--- config.mk ---
export PLATFORM = sky130hd
export DESIGN_NAME = branch_predictor_table
export DESIGN_NICKNAME = d
export VERILOG_FILES = /design/src/rtl/branch_predictor_table.sv
export SDC_FILE = /design/constraint.sdc
export NUM_CORES = 2
export LEC_CHECK = 0
export CAP_MARGIN = 0
export CORE_MARGIN = 8
export CORE_UTILIZATION = 30
export DETAILED_ROUTE_END_ITERATION = 12
export GPL_TIMING_DRIVEN = 0
export PLACE_DENSITY = 0.5
export SYNTH_ARGS = -nofsm -noshare
export SYNTH_HDL_FRONTEND = slang
export SYNTH_SLANG_ARGS = --single-unit
--- constraint.sdc ---
create_clock -name clk -period 13.35 [get_ports clk]
set_input_delay 3.3375 -clock clk [delete_from_list [all_inputs] [get_ports clk]]
set_output_delay 3.3375 -clock clk [all_outputs]
set_load 0.01 [all_outputs]
--- src/rtl/branch_predictor_table.sv ---
// Branch target buffer with 2-bit saturating counters, placed in fetch.
// It looks up a predicted next PC for each fetch PC and carries the
// prediction of the decoded branch into execute. Branch-unit resolutions
// update the table, and a misprediction raises a one-cycle redirect.
//
// Optional build macro: BRANCH_PREDICTOR_STATS_EN adds the counters
// stat_branches and stat_mispredicts.
//
// Ports:
//   clk, rst                          clock, synchronous active-high reset
//   if_pc, if_valid, if_stall         fetch lookup request and hold
//   if_pred_valid/taken/target        registered lookup result
//   new_request_dec, pred_*_dec       prediction leaving decode
//   branch_ex, ex_pc, branch_taken,
//   jump_pc, njump_pc                 resolution from the branch unit
//   flush, new_pc                     registered redirect
//   stat_branches, stat_mispredicts   resolution and misprediction counts (optional)
module branch_predictor_table #(
  parameter int unsigned BTB_ENTRIES = 64,
  parameter int unsigned TAG_W       = 8
) (
  input  logic        clk,
  input  logic        rst,
  input  logic [31:0] if_pc,
  input  logic        if_valid,
  input  logic        if_stall,
  output logic        if_pred_valid,
  output logic        if_pred_taken,
  output logic [31:0] if_pred_target,
  input  logic        new_request_dec,
  input  logic        pred_taken_dec,
  input  logic [31:0] pred_target_dec,
  input  logic        branch_ex,
  input  logic [31:0] ex_pc,
  input  logic        branch_taken,
  input  logic [31:0] jump_pc,
  input  logic [31:0] njump_pc,
  output logic        flush,
  output logic [31:0] new_pc
`ifdef BRANCH_PREDICTOR_STATS_EN
  ,
  output logic [31:0] stat_branches,
  output logic [31:0] stat_mispredicts
`endif
);

  localparam int unsigned IDX_W = $clog2(BTB_ENTRIES);
  localparam int unsigned PC_W  = 32;

  // Table storage
  logic              valid_q  [BTB_ENTRIES];
  logic [TAG_W-1:0]  tag_q    [BTB_ENTRIES];
  logic [1:0]        cnt_q    [BTB_ENTRIES];
  logic [PC_W-1:0]   target_q [BTB_ENTRIES];

  // Lookup pipeline register
  logic              lk_valid_q, lk_valid_d;
  logic              lk_taken_q, lk_taken_d;
  logic [PC_W-1:0]   lk_target_q, lk_target_d;
  logic              pred_valid_q, pred_valid_d;

  // Prediction carried into execute
  logic              pred_taken_ex_q, pred_taken_ex_d;
  logic [PC_W-1:0]   pred_target_ex_q, pred_target_ex_d;

  // Redirect
  logic              flush_q, flush_d;
  logic [PC_W-1:0]   new_pc_q, new_pc_d;

  logic [IDX_W-1:0]  lk_idx_c, up_idx_c;
  logic [TAG_W-1:0]  lk_tag_c, up_tag_c;
  logic              lk_hit_c, up_hit_c;
  logic              mispredict_c;
  logic [1:0]        cnt_nx_c;
  logic              unused_pc_bits_c;

  // Address split for the lookup and update ports
  assign lk_idx_c = if_pc[IDX_W+1:2];
  assign lk_tag_c = if_pc[IDX_W+TAG_W+1:IDX_W+2];
  assign up_idx_c = ex_pc[IDX_W+1:2];
  assign up_tag_c = ex_pc[IDX_W+TAG_W+1:IDX_W+2];
  assign unused_pc_bits_c = ^{if_pc, ex_pc};

  assign lk_hit_c = valid_q[lk_idx_c] && (tag_q[lk_idx_c] == lk_tag_c);
  assign up_hit_c = valid_q[up_idx_c] && (tag_q[up_idx_c] == up_tag_c);

  // Wrong direction, or taken in both cases but to a different target
  assign mispredict_c = branch_ex &&
                        ((pred_taken_ex_q != branch_taken) ||
                         (pred_taken_ex_q && branch_taken && (pred_target_ex_q != jump_pc)));

  // Saturating counter next value; a taken miss allocates at weakly-taken
  always_comb begin
    cnt_nx_c = cnt_q[up_idx_c];
    if (branch_taken) begin
      if (!up_hit_c) begin
        cnt_nx_c = 2'd2;
      end else if (cnt_q[up_idx_c] != 2'd3) begin
        cnt_nx_c = cnt_q[up_idx_c] + 2'd1;
      end
    end else if (up_hit_c && (cnt_q[up_idx_c] != 2'd0)) begin
      cnt_nx_c = cnt_q[up_idx_c] - 2'd1;
    end
  end

  // Lookup, carry and redirect next-state
  always_comb begin
    lk_valid_d       = lk_valid_q;
    lk_taken_d       = lk_taken_q;
    lk_target_d      = lk_target_q;
    pred_taken_ex_d  = pred_taken_ex_q;
    pred_target_ex_d = pred_target_ex_q;
    flush_d          = mispredict_c;
    new_pc_d         = new_pc_q;

    if (!if_stall) begin
      lk_valid_d  = if_valid;
      lk_taken_d  = if_valid && lk_hit_c && cnt_q[lk_idx_c][1];
      lk_target_d = (if_valid && lk_hit_c) ? target_q[lk_idx_c] : '0;
    end

    if (new_request_dec) begin
      pred_taken_ex_d  = pred_taken_dec;
      pred_target_ex_d = pred_target_dec;
    end

    if (mispredict_c) begin
      new_pc_d = branch_taken ? jump_pc : njump_pc;
    end

    // A redirect cycle masks the visible valid; the held lookup stays intact
    pred_valid_d = lk_valid_d && !flush_d;
  end

  // Pipeline and redirect registers
  always_ff @(posedge clk) begin
    if (rst) begin
      lk_valid_q       <= 1'b0;
      lk_taken_q       <= 1'b0;
      lk_target_q      <= '0;
      pred_valid_q     <= 1'b0;
      pred_taken_ex_q  <= 1'b0;
      pred_target_ex_q <= '0;
      flush_q          <= 1'b0;
      new_pc_q         <= '0;
    end else begin
      lk_valid_q       <= lk_valid_d;
      lk_taken_q       <= lk_taken_d;
      lk_target_q      <= lk_target_d;
      pred_valid_q     <= pred_valid_d;
      pred_taken_ex_q  <= pred_taken_ex_d;
      pred_target_ex_q <= pred_target_ex_d;
      flush_q          <= flush_d;
      new_pc_q         <= new_pc_d;
    end
  end

  // Valid bits and counters; reset invalidates the whole table
  always_ff @(posedge clk) begin
    if (rst) begin
      for (int unsigned i = 0; i < BTB_ENTRIES; i++) begin
        valid_q[i] <= 1'b0;
        cnt_q[i]   <= 2'b00;
      end
    end else if (branch_ex) begin
      if (branch_taken) begin
        valid_q[up_idx_c] <= 1'b1;
        cnt_q[up_idx_c]   <= cnt_nx_c;
      end else if (up_hit_c) begin
        cnt_q[up_idx_c]   <= cnt_nx_c;
      end
    end
  end

  // Tags and targets are qualified by the valid bits, so they skip reset
  always_ff @(posedge clk) begin
    if (!rst && branch_ex && branch_taken) begin
      tag_q[up_idx_c]    <= up_tag_c;
      target_q[up_idx_c] <= jump_pc;
    end
  end

  assign if_pred_valid  = pred_valid_q;
  assign if_pred_taken  = lk_taken_q;
  assign if_pred_target = lk_target_q;
  assign flush          = flush_q;
  assign new_pc         = new_pc_q;

`ifdef BRANCH_PREDICTOR_STATS_EN
  logic [31:0] stat_br_q, stat_br_d;
  logic [31:0] stat_mp_q, stat_mp_d;

  // Saturating event counters
  always_comb begin
    stat_br_d = stat_br_q;
    stat_mp_d = stat_mp_q;
    if (branch_ex && (stat_br_q != 32'hFFFF_FFFF)) begin
      stat_br_d = stat_br_q + 32'd1;
    end
    if (mispredict_c && (stat_mp_q != 32'hFFFF_FFFF)) begin
      stat_mp_d = stat_mp_q + 32'd1;
    end
  end

  always_ff @(posedge clk) begin
    if (rst) begin
      stat_br_q <= '0;
      stat_mp_q <= '0;
    end else begin
      stat_br_q <= stat_br_d;
      stat_mp_q <= stat_mp_d;
    end
  end

  assign stat_branches    = stat_br_q;
  assign stat_mispredicts = stat_mp_q;
`endif

endmodule

==> results list <==
- Result of the run: finished, violations left
- Violations in the final reports: capacitance limit, slew limit
- Hold/Removal Path Class: reg -> reg
- Portion of total power attributed to combinational logic: 7.0%
* Post-CTS setup buffer count: 0
- In the layout the commonest cells are 2688 x edfxtp_1, 911 x mux4_2, 315 x clkbuf_16, 297 x clkbuf_1, 174 x mux2i_1.
* Syn Nets: 5732
- Total area of multi-input combinational cells: 29980 um^2
- Number of cell instances on the worst register-to-register path: 10
- Layout area overhead: 19.72%
- Root buf cell: clkbuf_16
- Final setup violation count: 0
- IR analysis of the VDD net gives a maximum drop of 0.09795 mV.
- Static timing analysis puts the maximum clock frequency at 99.68 MHz.
- Number of ports placed on the die boundary: 235
- 1st-iter DRT viols: 9681
* Internal Dissipation: 15.07 mW
* Register-to-register setup slack: 8.20 ns
- Main synth FF type: edfxtp_1
- Cell area after synthesis: 115600 um^2
* Count of warnings emitted by yosys: 0
- After clock tree synthesis, the flow added hold-fix buffers numbering 0.
- Measured against its own limit, the worst slew margin works out to -0.6591%.
* Row Count: 228
* Vertical die dimension: 636.7 um
- Switching power share of the total: 22.81%
* Clock tree from TritonCTS: built
- Clock latency on the worst-skew pair: 0.89 ns
- For this design, the sink count on the clock tree is 2853.
- Worst setup skew after layout: 0.06741 ns
* # fillers: 35390
- Total number of nets in the final design: 6452
- The worst hold path passes through 2 cells.
- Max-cap violations in this run came to 4.
* Critical Setup Path Class: in -> reg
* Total of buffers placed on input and output ports: 190
- Sequential cells account for 50.4% of the total power.
* Power density over cell area: 141.1 nW/um^2
* Cts bufs inserted: 307
* Global-route total usage across every layer: 21.21%
- The congestion estimate from routability-driven global placement came to 0.9325.
- In this run the standard cell core region covers 384500 um^2.
- Sequential Area: 84020 um^2
- Synthesis produced a netlist whose cell count is 5560.
* Flop and latch count out of synthesis: 2853
* Max Buffers Root-to-Sink: 4
* RSZ-0062 raised after global routing: no
- STA classifies the critical path endpoint as a flop.
- Post-route minimum period: 10.03 ns
* Die outline area: 405300 um^2
- For the pin with the worst max-slew slack, the measured transition is 1.510 ns.
* Number of nets with antenna violations after detailed routing: 0
- Share of the yosys chip area belonging to registers: 72.70%
* Layout cells sized above 1: 28.40%
- For this configuration, the core starts out at a cell density of 30.05%.
* Total overflow reported by the global router: 0
- The count of pins over their slew limit was 30.
* Post-route core utilization: 35.98%
- Ordered list of cells on the worst path: clkdlybuf4s50_1 > buf_2 > buf_2 > buf_2 > buf_2 > nor3_1 > buf_2 > buf_2 > a22oi_1 > a311oi_1 > o21ai_0 > and3_1 > ha_1 > nor2_1 > a22oi_1 > o31ai_4 > clkbuf_1 > nor3_1
- Counting flops with an async set or reset pin after synthesis yields a share of 0%.
- Power Total: 19.53 mW
- For the worst setup path, the data required time is 13.88 ns.
- After detailed routing, the total wire length is 445.0 mm.
* Final hold slack: 0.4671 ns
- Count of flip-flops with a built-in enable after synthesis: 2688
- Largest net degree at the start of global routing: 67
- The analysis attributes to net switching a power of 4.455 mW.
* Wire length per cell after detailed routing: 38.40 um
- In the routed layout, each cell is associated on average with a via count of 5.701.
* DP HPWL: 305.9 mm
- For this run, the detailed router's first-pass iteration total came to 6.
* Arrival time at the worst endpoint: 10.56 ns
- Number of global-route vias before repair: 65290
- Once placement completed, the tool counted placed cells totaling 11030.
* Final hold viol count: 0
* Worst Path Max Fanout: 10
- The worst setup path is launched from a primary input.
* H-tree levels: 5
- After layout, the worst path uses 75.15% of the clock period.
* First-pass GRT wire length: 591.2 mm
- Antenna violations before repair: 33
- The library cell used most frequently in the layout, excluding fill and tap cells, is edfxtp_1.
- Clk network pwr share: 42.6%
- Number of DRC violations after detailed routing: 0
* Worst slack at placement: 2.619 ns
- Post-cts resize count: 0
- On the worst path, the slowest cell contributes a delay of 1.06 ns.
* Chip Width: 636.7 um
- In this design, the critical path's most frequently occurring cell is buf_2.
- Max stage delay cell, worst path: nor3_1
* Number of distinct library cells after synthesis: 76
- Vias: 66070
- Final worst slack: 3.317 ns
- Clock-pin slew was measured on the worst setup and hold paths at 0.06 ns.
- Summed over all cells, the static leakage comes to 42.81 nW.
* Post-synthesis area per instance: 20.79 um^2
* Non-filler instance count after layout: 11590
==> final timing paths <==
path	startpoint	end
worst max register to register	tag_q[40][5]	cnt_q[16][1]
worst min-delay path	if_pred_target[21]	if_pred_target[21]
worst min register to register	if_pred_target[21]	if_pred_target[21]
worst max-delay path	ex_pc[4]	cnt_q[16][1]
==> state kept, by name, indices dropped and copies added (netlist names) <==
register          cells
pred_target_ex_q     32
if_pred_taken         1
cnt_q               128
lk_valid_q            1
if_pred_target       32
target_q           2048
new_pc               32
pred_taken_ex_q       1
if_pred_valid         1
flush                 1
valid_q              64
tag_q               512
==> layout make-up <==
| class | instances | share of cell area (%) |
|---|---|---|
| clock buffers | 387 | 5.947 |
| inverters | 74 | 0.2008 |
| repair buffers | 411 | 4.605 |
| well taps | 5060 | 4.576 |
| plain buffers | 399 | 1.325 |
| diodes | 21 | 0.03798 |
| multi-input cells | 2234 | 21.66 |
| flip-flops and latches | 2853 | 60.72 |
| clock inverters | 149 | 0.9206 |
==> worst max-delay path: cells and delay by family <==
family                   cells  cell delay [ns]
AO/OA/AOI/OAI                5             1.41
adder cells (fa/ha/maj)      1             0.27
buffers and inverters        8             3.86
AND/OR/NAND/NOR              4             1.59
==> cell families after synthesis <==
kind of cell | synth area share (%)
AOI/OAI and AO/OA | 3.104
adders and majority gates | 0.04331
and+or+nand+nor | 2.264
buffers and inverters | 1.802
DFF | 72.70
xor gates and xnor gates | 0.3486
muxes | 19.74
==> stage by stage <==
stage                      TNS, ns  area, um^2
final                            0      138400
after global routing             0      138300
after CTS                        0      138300
after detailed placement         0      128800
after global placement    -2705.46      123800
after floorplan                  0      115600
==> Yosys cell counts (12+ instances only) <==
master | n | area share [%]
xor2_1 | 41 | 0.31
mux2i_1 | 174 | 1.5
a21oi_1 | 87 | 0.38
nand4_1 | 12 | 0.065
mux2_2 | 47 | 0.46
nor2_1 | 230 | 0.75
edfxtp_1 | 2688 | 70
nand2b_1 | 43 | 0.23
buf_1 | 56 | 0.18
o21bai_1 | 24 | 0.16
o22ai_1 | 89 | 0.48
clkbuf_1 | 249 | 0.81
buf_2 | 60 | 0.26
buf_6 | 21 | 0.20
nor3_1 | 57 | 0.25
o21ai_0 | 46 | 0.20
a311oi_1 | 35 | 0.27
mux4_2 | 911 | 18
a22oi_1 | 85 | 0.55
dfxtp_1 | 165 | 2.9
a221oi_1 | 61 | 0.46
inv_1 | 72 | 0.23
nand3_1 | 55 | 0.24
nand2_1 | 72 | 0.23
a22o_1 | 14 | 0.11
==> per-layer routing <==
layer  part of all wire [%]  track usage (%)
met2                     46            33.56
met4                    4.4            8.296
met1                     40            28.36
met5                 0.0049                0
met3                    9.4            4.925
==> power groups by stage <==
stage | registers, mW | logic (mW) | clock network, mW
after CTS | 9.84 | 1.36 | 8.42
after global placement | 10.1 | 1.31 | 0
after global routing | 9.84 | 1.41 | 8.73
final | 9.85 | 1.37 | 8.31
after detailed placement | 10.0 | 1.36 | 0
after floorplan | 10.0 | 0.654 | 0
Power figures use the tool's default switching activity.
